<file path="config.mk">
export PLATFORM = sky130hd
export DESIGN_NAME = apb_bridge_nslv
export DESIGN_NICKNAME = d
export VERILOG_FILES = /design/src/rtl/apb_pkg.sv /design/src/rtl/apb_addr_decoder.sv /design/src/rtl/apb_bridge_nslv.sv
export SDC_FILE = /design/constraint.sdc
export NUM_CORES = 1
export LEC_CHECK = 0
export CAP_MARGIN = 20
export CORE_MARGIN = 2
export CORE_UTILIZATION = 40
export DETAILED_ROUTE_END_ITERATION = 10
export GPL_TIMING_DRIVEN = 0
export PLACE_DENSITY = 0.95
export SETUP_SLACK_MARGIN = 0.15
export SLEW_MARGIN = 30
export SYNTH_ARGS = -nofsm -noshare
export SYNTH_HDL_FRONTEND = slang
export SYNTH_SLANG_ARGS = --single-unit
</file>
<file path="constraint.sdc">
create_clock -name PCLK -period 4.1 [get_ports PCLK]
set_clock_uncertainty 0.2 [all_clocks]
set_input_delay 0.82 -clock PCLK [delete_from_list [all_inputs] [get_ports PCLK]]
set_output_delay 0.82 -clock PCLK [all_outputs]
set_load 0.005 [all_outputs]
</file>
<file path="src/rtl/apb_pkg.sv">
// Shared types for the APB bridge: FSM states and typed response errors.
package apb_pkg;

  localparam int ERR_TYPE_W = 2;

  typedef enum logic [1:0] {
    IDLE   = 2'd0,
    SETUP  = 2'd1,
    ACCESS = 2'd2,
    DERR   = 2'd3
  } state_t;

  typedef enum logic [ERR_TYPE_W-1:0] {
    NONE    = 2'd0,
    SLVERR  = 2'd1,
    DECODE  = 2'd2,
    TIMEOUT = 2'd3
  } err_type_t;

endpackage

</file>
<file path="src/rtl/apb_addr_decoder.sv">
// Region-field decoder: slave index, hit flag and one-hot select from the upper address bits.
module apb_addr_decoder #(
  parameter int NUM_SLV = 4,
  parameter int IDX_W   = 4
) (
  input  logic [IDX_W-1:0]   region,
  output logic [IDX_W-1:0]   idx,
  output logic               hit,
  output logic [NUM_SLV-1:0] sel
);

  assign idx = region;
  assign hit = (32'(region) < 32'(NUM_SLV));

  always_comb begin
    sel = '0;
    for (int i = 0; i < NUM_SLV; i++) begin
      sel[i] = hit && (32'(region) == 32'(i));
    end
  end

endmodule

</file>
<file path="src/rtl/apb_bridge_nslv.sv">
// Single-transfer request port to NUM_SLV APB3 slaves with typed error responses.
// Optional APB4 write strobes when APB_PSTRB_EN is defined.
//
// state  | meaning
// IDLE   | ready for a request; latches command on REQ_VALID
// SETUP  | PSEL asserted, PENABLE low, timeout counter cleared
// ACCESS | PSEL+PENABLE, waiting for selected PREADY or timeout
// DERR   | decode miss (or empty strobe write); no bus cycle
module apb_bridge_nslv
  import apb_pkg::*;
#(
  parameter int ADDR_W       = 16,
  parameter int DATA_W       = 32,
  parameter int NUM_SLV      = 4,
  parameter int SLV_ADDR_LSB = 12,
  parameter int TIMEOUT_CYC  = 16
) (
  input  logic                      PCLK,
  input  logic                      PRESETn,
  input  logic                      REQ_VALID,
  output logic                      REQ_READY,
  input  logic                      REQ_WRITE,
  input  logic [ADDR_W-1:0]         REQ_ADDR,
  input  logic [DATA_W-1:0]         REQ_WDATA,
`ifdef APB_PSTRB_EN
  input  logic [DATA_W/8-1:0]       REQ_STRB,
  output logic [DATA_W/8-1:0]       PSTRB,
`endif
  output logic                      RSP_VALID,
  output logic [DATA_W-1:0]         RSP_RDATA,
  output logic                      RSP_ERR,
  output logic [ERR_TYPE_W-1:0]     RSP_ERR_TYPE,
  output logic [NUM_SLV-1:0]        PSEL,
  output logic                      PENABLE,
  output logic                      PWRITE,
  output logic [ADDR_W-1:0]         PADDR,
  output logic [DATA_W-1:0]         PWDATA,
  input  logic [NUM_SLV-1:0]        PREADY,
  input  logic [NUM_SLV*DATA_W-1:0] PRDATA,
  input  logic [NUM_SLV-1:0]        PSLVERR
);

  localparam int IDX_W = ADDR_W - SLV_ADDR_LSB;
  localparam int CNT_W = $clog2(TIMEOUT_CYC);

  state_t              state_q, state_d;
  logic                pwrite_q;
  logic [ADDR_W-1:0]   paddr_q;
  logic [DATA_W-1:0]   pwdata_q;
  logic [IDX_W-1:0]    idx_q;
  logic [NUM_SLV-1:0]  sel_q;
  logic [CNT_W-1:0]    cnt_q;
  logic                rsp_valid_q;
  err_type_t           rsp_err_q;
  logic [DATA_W-1:0]   rsp_rdata_q;

  logic [IDX_W-1:0]    dec_idx;
  logic                dec_hit;
  logic [NUM_SLV-1:0]  dec_sel;
  logic                strb_bad;
  logic                accept;
  logic                sel_ready;
  logic                sel_err;
  logic                timeout_hit;
  logic [DATA_W-1:0]   sel_rdata;

  apb_addr_decoder #(
    .NUM_SLV (NUM_SLV),
    .IDX_W   (IDX_W)
  ) u_dec (
    .region (REQ_ADDR[ADDR_W-1:SLV_ADDR_LSB]),
    .idx    (dec_idx),
    .hit    (dec_hit),
    .sel    (dec_sel)
  );

`ifdef APB_PSTRB_EN
  logic [DATA_W/8-1:0] pstrb_q;

  assign strb_bad = REQ_WRITE && (REQ_STRB == '0);
  assign PSTRB    = pwrite_q ? pstrb_q : '0;

  always_ff @(posedge PCLK or negedge PRESETn) begin
    if (!PRESETn)    pstrb_q <= '0;
    else if (accept) pstrb_q <= REQ_STRB;
  end
`else
  assign strb_bad = 1'b0;
`endif

  assign accept = (state_q == IDLE) && REQ_VALID;

  // Masking with the latched select keeps unselected (possibly X) slave inputs out.
  assign sel_ready   = |(PREADY & sel_q);
  assign sel_err     = |(PSLVERR & sel_q);
  assign sel_rdata   = PRDATA[32'(idx_q)*DATA_W +: DATA_W];
  assign timeout_hit = (cnt_q == CNT_W'(TIMEOUT_CYC - 1));

  always_ff @(posedge PCLK or negedge PRESETn) begin
    if (!PRESETn) state_q <= IDLE;
    else          state_q <= state_d;
  end

  always_comb begin
    state_d = state_q;
    case (state_q)
      IDLE:    if (REQ_VALID) state_d = (dec_hit && !strb_bad) ? SETUP : DERR;
      SETUP:   state_d = ACCESS;
      ACCESS:  if (sel_ready || timeout_hit) state_d = IDLE;
      DERR:    state_d = IDLE;
      default: state_d = IDLE;
    endcase
  end

  always_comb begin
    REQ_READY = 1'b0;
    PSEL      = '0;
    PENABLE   = 1'b0;
    case (state_q)
      IDLE:    REQ_READY = 1'b1;
      SETUP:   PSEL = sel_q;
      ACCESS: begin
        PSEL    = sel_q;
        PENABLE = 1'b1;
      end
      default: ;
    endcase
  end

  // Idx/select only latch on a hit so the read-data slice is always in range.
  always_ff @(posedge PCLK or negedge PRESETn) begin
    if (!PRESETn) begin
      pwrite_q <= 1'b0;
      paddr_q  <= '0;
      pwdata_q <= '0;
      idx_q    <= '0;
      sel_q    <= '0;
    end else if (accept) begin
      pwrite_q <= REQ_WRITE;
      paddr_q  <= REQ_ADDR;
      pwdata_q <= REQ_WDATA;
      if (dec_hit) begin
        idx_q <= dec_idx;
        sel_q <= dec_sel;
      end
    end
  end

  always_ff @(posedge PCLK or negedge PRESETn) begin
    if (!PRESETn)                cnt_q <= '0;
    else if (state_q == SETUP)   cnt_q <= '0;
    else if (state_q == ACCESS)  cnt_q <= cnt_q + 1'b1;
  end

  always_ff @(posedge PCLK or negedge PRESETn) begin
    if (!PRESETn) begin
      rsp_valid_q <= 1'b0;
      rsp_err_q   <= NONE;
      rsp_rdata_q <= '0;
    end else begin
      rsp_valid_q <= 1'b0;
      rsp_err_q   <= NONE;
      rsp_rdata_q <= '0;
      if (state_q == ACCESS && sel_ready) begin
        rsp_valid_q <= 1'b1;
        rsp_err_q   <= sel_err ? SLVERR : NONE;
        if (!pwrite_q && !sel_err) rsp_rdata_q <= sel_rdata;
      end else if (state_q == ACCESS && timeout_hit) begin
        rsp_valid_q <= 1'b1;
        rsp_err_q   <= TIMEOUT;
      end else if (state_q == DERR) begin
        rsp_valid_q <= 1'b1;
        rsp_err_q   <= DECODE;
      end
    end
  end

  assign PWRITE       = pwrite_q;
  assign PADDR        = paddr_q;
  assign PWDATA       = pwdata_q;
  assign RSP_VALID    = rsp_valid_q;
  assign RSP_RDATA    = rsp_rdata_q;
  assign RSP_ERR_TYPE = rsp_err_q;
  assign RSP_ERR      = (rsp_err_q != NONE);

endmodule
</file>
Word level (Yosys, flattened, before mapping)
Cells that the tools add are included.

storage, ports and cells
  register bits = 98
  logic and storage cells = 62
  bits of input ports = 188
  output and inout port bits = 91

operators by class
  equal/unequal tests = 9
  order comparisons = 1
  muxes and demuxes = 18
  reduce and logical (&&, ||, !) cells = 20
  add/sub/neg operators = 1
  shift-type cells = 1
  bitwise logic cells = 2

operator list
  operator               number
  $shiftx A128 B10 Y32   1
  $mux W32               2
  $mux W2                6
  $mux W4                3
  $and A4 B4 Y4          2
  $eq A4 B2 Y1 const B   2
  $logic_and A1 B1 Y1    8
  $pmux W2 S4            1
  $reduce_or A4 Y1       2
  $mux W1                6
  $add A4 B1 Y4 const B  1
  $eq A2 B2 Y1 const B   2
  $eq A4 B1 Y1 const B   1
  $eq A4 B4 Y1 const B   1
  $logic_not A4 Y1       1
  $lt A4 B3 Y1 const B   1
  $ne A2 B2 Y1 const B   2
  $reduce_and A2 Y1      2
  $reduce_bool A2 Y1     2
  $eq A2 B1 Y1 const B   1
  $logic_not A1 Y1       2
  $logic_not A2 Y1       1
  $reduce_or A2 Y1       1
  $logic_or A1 B1 Y1     1

Logic depth before layout (Yosys ltp)
  depth in word-level cells = 6
  gate-level depth with buffers = 7
  depth with buffers taken out = 6

Modules after synthesis
Synthesis repeated with hierarchy kept, for this count alone.

unflattened totals
  cell total of the unflattened synthesis = 300
  area, all modules = 4,623.2 um2

modules (own cells, without submodules)
  module            seq. area each (um2)  area an instance (um2)  cells an instance  instances
  apb_bridge_nslv   2,452.4               4,553.1                 291                1
  apb_addr_decoder  0.0                   70.1                    9                  1

Worst setup path before layout
OpenSTA, ideal clock, no wires.

  path type = flip-flop to output port
  start point = reg state_q[0]
  end point = out PSEL[0]
  required time = 3.080 ns
  arrival time = 1.102 ns
  setup slack = 1.978 ns
  path buffers = 1
  stages on the path, launching flop included = 5
  path through = dfrtp_1 -> inv_1 -> ha_1 -> clkbuf_1 -> and2_1

between the ends
  cells in the longest elaborated chain, start to end = 3
  elaborated cells between the ends (all ways) = 4
  those cells by class = eq/ne (2); mux (1); reduce/logical (1)

ends and longest elaborated chain
  what                                          RTL line                RTL
  from (decl)                                   apb_bridge_nslv.sv:46   state_t state_q, state_d;
  from (signal assigned)                        apb_bridge_nslv.sv:101  else state_q <= state_d;
  $eq A2 B1 Y1 or $eq A2 B2 Y1 (tied branches)  apb_bridge_nslv.sv:119  case (state_q)
  $reduce_or A2 Y1 (no source line) (*)         n/a
  $mux W4 (*)                                   apb_bridge_nslv.sv:119
  to (decl)                                     apb_bridge_nslv.sv:33   output logic [NUM_SLV-1:0] PSEL,

Mark *: on every way between the ends. The rest lies on a longest branch, timed or not.

Final worst setup path
  start point = reg state_q[0]
  end point = out PSEL[2]

The elaborated chain is that of the path after synthesis.

==> impl_metrics.tcl <==
set metrics [dict create \
    cts.htree.levels 3 \
    crit_arrival_ps 2140 \
    whs_ps 177 \
    timing.final.ws_setup_ps 935 \
    fin_crit_sh_pct 77.2 \
    nFillCells 781 \
    cts_resized 0 \
    coreArea_um2 10900 \
    dpl.hpwl_um 11000 \
    start_util_pct 41.2 \
    yosysSeqAreaShare_pct 54.7 \
    cts_tree "built" \
    powerDensity_nw_per_um2 553 \
    dp_cells 714 \
    reg2reg_slack_ps 2130 \
    ys_types 32 \
    place_ws_ps 1310 \
    required_ps 3080 \
    end_kind "output pin" \
    reg2reg_to "PWDATA[19]$_DFFE_PN0P_" \
    vias_per_cell 4.98 \
    drv_cap 0 \
    fmax_mhz 316 \
    antenna_found_initial 0 \
    portBuffers 278 \
    firstDrtPassIters 5 \
    grt_pass1_wl_um 19800 \
    ir_worst_vdd_mv 0.340 \
    cts_buffers 9 \
    clkTransAtPathRegs_ps 90 \
    cts_hold_buf 0 \
    rsz0062_at_grt "no" \
    nets 778 \
    final_max_slew_viol_count 0 \
    worstMarginPinSlew_ps 425 \
    postCtsSetupBuffers 0 \
    async_reset_ff_share_pct 100 \
    wl_per_cell_um 18.2 \
    ant_nets 0 \
    fin_util_pct 70.1 \
    yosysWarnings 0 \
    clock_latency_ps 350 \
    cp_max_fo 10 \
    finalSetupViolCount 0 \
    syn_avg_cell_area_um2 15.2 \
    slew_headroom_pct 71.6 \
    rr_worst_depth 5 \
    drt_iter0_drc 121 \
    diodes 0 \
    syn_area_um2 4490 \
    clock_path_buffers 2 \
    finalNonFillerCells 729 \
    hold_path.class "input port to asynchronous set/reset pin" \
    synth-edff-count 0 \
    grt.total_usage_pct 21.8 \
    drcViolationCount 0 \
    leakagePower_nw 3.13 \
    die_h_um 110 \
    design.die.area_um2 12100 \
    cts_root_buffer "clkbuf_8" \
    synth_fp_nets 488 \
    syn_to_final_growth_pct 70.1 \
    ios 279 \
    status "complete, no violations" \
    fin_crit_ps 3160 \
    ys_ff_latch 98 \
    final.setup.tns_ps 0 \
    routed_wl_um 13300 \
    syn_inst 295 \
    num_rows 38 \
    hold_viol 0 \
    clkSinkCount 98 \
    gp_congestion 0.765 \
    die_w_um 110 \
    r2r-start "state_q[0]$_DFFE_PN0P_" \
    crit_type "register to output pin" \
    synth_ff_type "dfrtp_1" \
    grt_max_degree 54 \
    drive_gt1_share_pct 20.5 \
    grt_pass1_vias 3972 \
    grt_overflow 0 \
    start_kind "register" \
    vias 3631 \
]
power by group:
group / internal [W] / switching [W]
logic: 0.00143 / 0.000745
clock network: 0.000217 / 0.000316
registers: 0.00131 / 0.000204
total: 0.00295 / 0.00127
stage by stage:
step / instance area (um^2) / power, W
floorplan: 4490 / 0.00262
global placement: 7440 / 0.00363
detailed placement: 7470 / 0.00374
CTS: 7630 / 0.00427
global route: 7630 / 0.00451
finish: 7630 / 0.00422
layer usage:
metal | vias to the layer above | GRT usage (%) | part of all wire (%)
met3 | 18 | 5.99 | 9.9
li1 | 1642 | - | -
met1 | 1776 | 25.2 | 36
met2 | 195 | 38.8 | 53
met5 | - | 0 | 0
met4 | 0 | 7.41 | 1.4
cells in the final DEF (no fill, tap or decap), drive strengths merged, types with 5 or more instances in the layout:
cell type      Yosys  layout
mux2              53      53
clkdlybuf4s50      0     277
nor2b             31      31
dfrtp             98      98
buf               15      17
inv                6       7
and2               6       6
nand2              8       8
mux4              32      32
a21oi              6       6
ha                 5       5
clkbuf             3      13
o21ai              6       6
cell families after synthesis:
family,count (synthesis),share of synthesized area [%]
AOI/OAI and AO/OA,20,2.82
muxes,85,29.4
DFF,98,54.7
and+or+nand+nor,63,8.51
adders and majority gates,5,1.39
buffers and inverters,24,3.26
worst max-delay path: stages, from the launching register on:
cell and delay [ps]:
dfrtp_1 420, inv_1 80, ha_1 300, clkbuf_1 310, and2_1 190, clkdlybuf4s50_1 500
layout make-up:
cell class | instances | area [um^2] | share of cell area, %
plain buffers | 18 | 124 | 1.62
repair buffers | 279 | 2810 | 36.8
flip-flops and latches | 98 | 2450 | 32.1
inverters | 6 | 22.5 | 0.295
clock inverters | 5 | 31.3 | 0.410
clock buffers | 10 | 128 | 1.67
well taps | 140 | 175 | 2.30
multi-input cells | 173 | 1890 | 24.7
sequential cells by signal, indices dropped and copies added, names as in the netlist:
register / flops
RSP_VALID: 1
state_q: 2
PWDATA: 32
idx_q: 4
RSP_RDATA: 32
sel_q: 4
cnt_q: 4
PWRITE: 1
PADDR: 16
RSP_ERR_TYPE: 2
how the worst max path moves through the flow:
stage                            from  depth (start not counted)                       to
6_report       state_q[0]$_DFFE_PN0P_                          5                  PSEL[2]
5_1_grt        state_q[0]$_DFFE_PN0P_                          5                  PSEL[0]
4_1_cts        state_q[0]$_DFFE_PN0P_                          5                  PSEL[2]
3_5_place_dp   state_q[0]$_DFFE_PN0P_                          5                  PSEL[2]
3_3_place_gp                  PRESETn                          1  RSP_RDATA[24]$_DFF_PN0_
2_1_floorplan  state_q[0]$_DFFE_PN0P_                          4                  PSEL[0]
cells in the mapped netlist, types with 2 or more instances:
cell type | number | area share [%]
nor2b_1 | 29 | 4.0
ha_1 | 5 | 1.4
nand3_1 | 2 | 0.22
mux4_2 | 32 | 16
buf_6 | 6 | 1.5
a22oi_1 | 2 | 0.33
nand2_1 | 8 | 0.67
a21oi_1 | 6 | 0.67
and2_1 | 6 | 0.84
nor2_1 | 3 | 0.25
nor2b_2 | 2 | 0.39
and2b_1 | 2 | 0.33
o21ai_0 | 6 | 0.67
buf_2 | 9 | 1.0
mux2_2 | 53 | 13
dfrtp_1 | 98 | 55
inv_1 | 6 | 0.50
clkbuf_1 | 3 | 0.25
o22ai_1 | 2 | 0.28
nand2b_1 | 3 | 0.42
(Power assumes the default switching activity.)
